===== config.mk =====
export PLATFORM = sky130hd
export DESIGN_NAME = serial_subtract_ctrl
export DESIGN_NICKNAME = d
export VERILOG_FILES = /design/src/rtl/serial_subtract_ctrl_pkg.sv /design/src/rtl/serial_subtract_ctrl_subtract_1_bit.sv /design/src/rtl/serial_subtract_ctrl.sv
export SDC_FILE = /design/constraint.sdc
export NUM_CORES = 1
export LEC_CHECK = 0
export ABC_AREA = 1
export BUFFER_PORTS_ARGS = -buffer_cell sky130_fd_sc_hd__buf_4
export CORE_MARGIN = 10
export CORE_UTILIZATION = 55
export CTS_BUF_LIST = sky130_fd_sc_hd__clkbuf_16
export CTS_CLUSTER_SIZE = 12
export DETAILED_ROUTE_END_ITERATION = 8
export GPL_TIMING_DRIVEN = 0
export PLACE_DENSITY = 0.83
export REMOVE_ABC_BUFFERS = 1
export SKIP_CTS_REPAIR_TIMING = 1
export SLEW_MARGIN = 20
export SYNTH_ARGS = -nofsm -noshare
export SYNTH_HDL_FRONTEND = slang
export SYNTH_SLANG_ARGS = --single-unit

===== constraint.sdc =====
create_clock -name clk -period 1.5 [get_ports clk]
set_input_delay 0.15 -clock clk [delete_from_list [all_inputs] [get_ports clk]]
set_output_delay 0.15 -clock clk [all_outputs]
set_load 0.05 [all_outputs]

===== src/rtl/serial_subtract_ctrl_pkg.sv =====
// serial_subtract_ctrl_pkg: state encodings shared by the serial subtractor and its bench
// Binary encoding: IDLE=0, RUN=1, DONE=2.
package serial_subtract_ctrl_pkg;
    typedef enum logic [1:0] {
        IDLE = 2'd0,
        RUN  = 2'd1,
        DONE = 2'd2
    } state_t;
endpackage


===== src/rtl/serial_subtract_ctrl_subtract_1_bit.sv =====
// subtract_1_bit: 1-bit full subtractor computing x - y - bin
// Ports: x minuend bit, y subtrahend bit, bin borrow in; d difference bit, bout borrow out.
module subtract_1_bit (
    input  logic x,
    input  logic y,
    input  logic bin,
    output logic d,
    output logic bout
);
    assign d    = x ^ y ^ bin;
    assign bout = (~x & y) | (~(x ^ y) & bin);
endmodule


===== src/rtl/serial_subtract_ctrl.sv =====
// serial_subtract_ctrl: bit-serial a - b - bin, LSB first, one bit per clock
// Ports: clk, rst_n (async active-low); start/a/b/bin request an operation while idle;
// busy high in RUN and DONE; done pulses one cycle with diff/bout/ovf valid, held until the next result.
module serial_subtract_ctrl
    import serial_subtract_ctrl_pkg::*;
#(
    parameter int WIDTH = 8
) (
    input  logic             clk,
    input  logic             rst_n,
    input  logic             start,
    input  logic [WIDTH-1:0] a,
    input  logic [WIDTH-1:0] b,
    input  logic             bin,
    output logic             busy,
    output logic             done,
    output logic [WIDTH-1:0] diff,
    output logic             bout,
    output logic             ovf
);
    localparam int CW = (WIDTH > 1) ? $clog2(WIDTH) : 1;
    state_t           state, nxt;
    logic [WIDTH-1:0] a_sh, b_sh, res_n;
    logic [WIDTH-2:0] res;
    logic [CW-1:0]    cnt;
    logic             brw, a_msb, b_msb, d_bit, b_out, last;
    subtract_1_bit u_sub (
        .x    (a_sh[0]),
        .y    (b_sh[0]),
        .bin  (brw),
        .d    (d_bit),
        .bout (b_out)
    );
    // res holds the bits produced so far; res_n is the word including this cycle's bit
    assign res_n = {d_bit, res};
    assign last  = cnt == CW'(WIDTH - 1);
    assign busy  = state != IDLE;
    assign done  = state == DONE;
    always_comb begin
        nxt = state == IDLE ? (start ? RUN : IDLE) :
              state == RUN  ? (last ? DONE : RUN) : IDLE;
    end
    always_ff @(posedge clk or negedge rst_n) begin
        if (!rst_n) begin
            state <= IDLE;
            cnt   <= '0;
            brw   <= 1'b0;
            a_sh  <= '0;
            b_sh  <= '0;
            res   <= '0;
            a_msb <= 1'b0;
            b_msb <= 1'b0;
            diff  <= '0;
            bout  <= 1'b0;
            ovf   <= 1'b0;
        end else begin
            state <= nxt;
            if (state == IDLE && start) begin
                a_sh  <= a;
                b_sh  <= b;
                brw   <= bin;
                a_msb <= a[WIDTH-1];
                b_msb <= b[WIDTH-1];
                cnt   <= '0;
            end else if (state == RUN) begin
                a_sh <= a_sh >> 1;
                b_sh <= b_sh >> 1;
                res  <= res_n[WIDTH-1:1];
                brw  <= b_out;
                cnt  <= last ? cnt : cnt + 1'b1;
                // outputs change only once the final bit is known, so no partial result is ever visible
                if (last) begin
                    diff <= res_n;
                    bout <= b_out;
                    ovf  <= (a_msb ^ b_msb) & (d_bit ^ a_msb);
                end
            end
        end
    end
endmodule

# After elaboration in Yosys (flattened, before gate mapping)
# Cells that the tools add are included.
# Widths: inputs -> output; s select.
[op_classes]
add_sub_neg = 1
eq_ne = 4
mux = 13
bitwise_logic = 11
n_reduce_logical = 7
[ops]
columns = ["cell", "count"]
rows = [
  ["$mux 8", 4],
  ["$mux 3", 3],
  ["$mux 2", 3],
  ["$reduce_and 2->1", 2],
  ["$reduce_bool 2->1", 2],
  ["$xor 1x1->1", 4],
  ["$add 3x1->3 const B", 1],
  ["$and 1x1->1", 3],
  ["$eq 3x3->1 const B", 1],
  ["$mux 1", 3],
  ["$not 1->1", 3],
  ["$reduce_and 3->1", 1],
  ["$eq 2x1->1 const B", 1],
  ["$eq 2x2->1 const B", 1],
  ["$logic_not 2->1", 1],
  ["$ne 2x1->1 const B", 1],
  ["$logic_and 1x1->1", 1],
  ["$or 1x1->1", 1],
]
[totals]
register_bits = 41
inputBits = 20
output_inout_bits = 12
elab_cells = 47

# Logic depth before layout (Yosys ltp)
[depth]
word_depth = 6
mapped_depth = 7
ltp_nobuf = 7

# Modules after synthesis
# A second synthesis with hierarchy kept.
[unflattened]
hier_cells = 226
area_unflattened_um2 = 1968.1
[modules_own_cells]
columns = ["module", "instances", "cells_each", "area_each_um2", "seq_area_each_um2"]
rows = [
  ["serial_subtract_ctrl", 1, 222, 1936.9, 1026.0],
  ["subtract_1_bit", 1, 4, 31.3, 0.0],
]

# Worst setup path after synthesis
# Ideal clock, no wire load.
[synth_timing]
path_type = "register to output"
startpoint = "register state[1]"
endpoint = "output done"
arrival_ps = 1377
required_time_ps = 1350
slack_ps = -27
path_stages_with_launch = 4
path_buffers = 1
path_cell_list = "dfrtp_1 -> inv_2 -> clkbuf_8 -> nor2_1"
[synth_between]
elab_chain_len = 1
[synth_lines]
columns = ["item", "line_no", "rtl"]
rows = [
  ["start: declaration", "serial_subtract_ctrl.sv:22", "state_t state, nxt;"],
  ["start signal: assignment", "serial_subtract_ctrl.sv:57", "state <= nxt;"],
  ["$eq 2x2->1", "serial_subtract_ctrl.sv:38", "assign done = state == DONE;"],
  ["end: declaration", "serial_subtract_ctrl.sv:16", "output logic done,"],
]
# No other way between the ends.

# Final worst setup path
[layout_timing]
startpoint = "register state[0]"
endpoint = "output done"
# The elaborated chain is that of the path after synthesis.

==> out/results.ini <==
[run_status]
outcome=completed

[clock_network]
clk_pin_slew_ns=0.06
cts.sinks=41
cts-root-buf=clkbuf_16
clk_latency_ns=0.28
cts_tree=yes
cts_buffers=5
clock_path_buffers=2
htreeDepth=2

[critical_path]
ff2ff_path_depth=4
reg2reg_to=a_sh[0]
cp_data_required_time_ns=1.35
rrSetupSlack_ns=0.10
endpoint_kind=output port
setup.worst_path.start=state[0]
critPathKind=flip-flop to output port
start_kind=flip-flop
crit_end=done
arrival_ns=1.27
path_max_fanout=14
timing.rr.start=state[0]

[final_layout]
area_growth_pct=19.8
final_common_cell=nand2_1
utilization_pct=69.7
postLayoutCellArea_um2=2380
layout_common_cells=nand2_1 (87), dfrtp_1 (40), buf_4 (35)
instances_no_fill=305
drive_gt1_share_pct=23.2
fill_cells=285
fin_nets=281
n_antenna_cell=0

[grt]
grt_pass1_vias=1449
grt_pass1_wl_mm=6.40
track_usage_pct=12.4
grt_max_degree=42
overflow=0
antenna_found_initial=0

[logic_synthesis]
netlist_area_um2=1990
synth_fa_ha_area_share_pct=2.27
synth.yosys.seq_area_share_pct=51.6
synth_cells=225
synth-seq-cells=41
synth_top_family_by_area=simple AND/OR/NAND/NOR gates
synth-simple-area-share_pct=30.2
yosys_warnings=0
synth_top_area_cell=dfrtp_1
synth_area_per_cell_um2=8.84
synth-xor-area-share_pct=0
synthMuxAreaShare_pct=0
synth_compound_area_share_pct=7.11
synth_top_cell_area_share_pct=51.6
ys_types=19
yosys-top-cells-area=dfrtp_1 (52%), nand2_1 (16%), nand3_1 (6.0%)

[worst_hold_path]
hold_class=input pin to flip-flop
hold_start=bin

[floorplanning]
start_util_pct=58.2
ios=32
die_w_um=80.1
fp-row-count=21
dieHeight_um=80.1
coreArea_um2=3420
dieArea_um2=6420

[place]
post_dp_cell_area_um2=2180
portBuffers=31
placed_cells=291
gp_congestion=0.767
post-place-ws_ns=-0.204
hpwl_mm=2.55

[route]
drc_errors=0
firstDrtPassIters=4
wirelength_mm=3.87
drt_first_iter_violations=102
ant_nets=0
vias=1545
drt-wirelength-per-cell_um=12.7
vias_per_cell=5.07

[sta]
finalCritPeriodShare_pct=94.9
setup_slack_ns=0.0766
slew_violations=0
worst_pin_slew_ns=0.496
clock_skew_ns=0.00280
relSlewSlack_pct=66.9
setup_viol=0
rsz0062_at_grt=false
finalSetupTns_ns=0
period_minus_slack_ns=1.42
final-hold-violation-count=0
max_freq_ghz=0.703

[flow_run]
cap_violations=0

[power_and_ir_drop]
ir_drop_v=0.000855
p_leak_nw=1.26
p_per_area_nw_per_um2=2270

## state kept, by name, summed over array words and instances (netlist names)
name   flops
a_msb      1
a_sh       8
b_msb      1
b_sh       8
bout       1
brw        1
cnt        3
diff       8
ovf        1
res        7
state      2
## worst max-delay path, stage by stage, from the launching register on
cell	delay, ns
dfrtp_4	0.52
buf_12	0.17
nor2_1	0.10
buf_4	0.20
## where the power goes
part	leakage, nW	switching (mW)	internal [mW]
combinational	0.678	1.60	0.873
sequential	0.516	0.305	1.62
clock	0.0687	0.407	0.601
total	1.26	2.31	3.10
## worst min path at each step
stage / endpoint / depth (start not counted)
after floorplan: a_msb / 0
after global placement: diff[7] / 1
after detailed placement: diff[7] / 1
after CTS: diff[4] / 1
after global routing: a_msb / 3
final: brw / 3
## logic make-up (layout without fill, tap and decap cells)
kind of cell,count (synthesis),after routing
flops,41,41
buf+inv,31,65
compound gates,20,20
simple gates,130,130
fa+ha+maj,3,3
## per-layer routing
metal | share of wire, % | vias to the layer above | global-route usage (%)
met5 | 0 | - | 0
met4 | 1.6 | 0 | 5.46
met1 | 45 | 721 | 14.3
met3 | 7.5 | 6 | 5.90
met2 | 46 | 39 | 19.3
li1 | - | 779 | -
## synth_stat cells
cell type	instances
o21ai_4	1
nor2_1	2
buf_2	3
nand3_1	24
clkbuf_8	1
o21ai_1	5
inv_2	2
dfrtp_1	41
o21ai_0	6
ha_1	2
nand2_4	3
o21ai_2	8
fa_1	1
inv_1	18
nand3b_1	12
buf_6	5
buf_4	2
nor2_4	2
nand2_1	87
## per-stage QoR
stage / power [mW] / hold WS, ns
2_1_floorplan: 3.63 / -0.146
3_3_place_gp: 4.18 / 0.155
3_5_place_dp: 4.27 / 0.160
4_1_cts: 5.30 / -0.146
5_1_grt: 5.81 / 0.142
6_report: 5.41 / 0.128
## final cells by class
| type | count | area (µm²) | share of cell area, % |
|---|---|---|---|
| Clock inverter | 3 | 12.5 | 0.525 |
| Sequential cell | 41 | 1030 | 43.2 |
| Inverter | 20 | 77.6 | 3.26 |
| Tap cell | 46 | 57.6 | 2.42 |
| Timing Repair Buffer | 37 | 293 | 12.3 |
| Clock buffer | 5 | 125 | 5.25 |
| Multi-Input combinational cell | 153 | 787 | 33.0 |
Power figures use the tool's default switching activity.
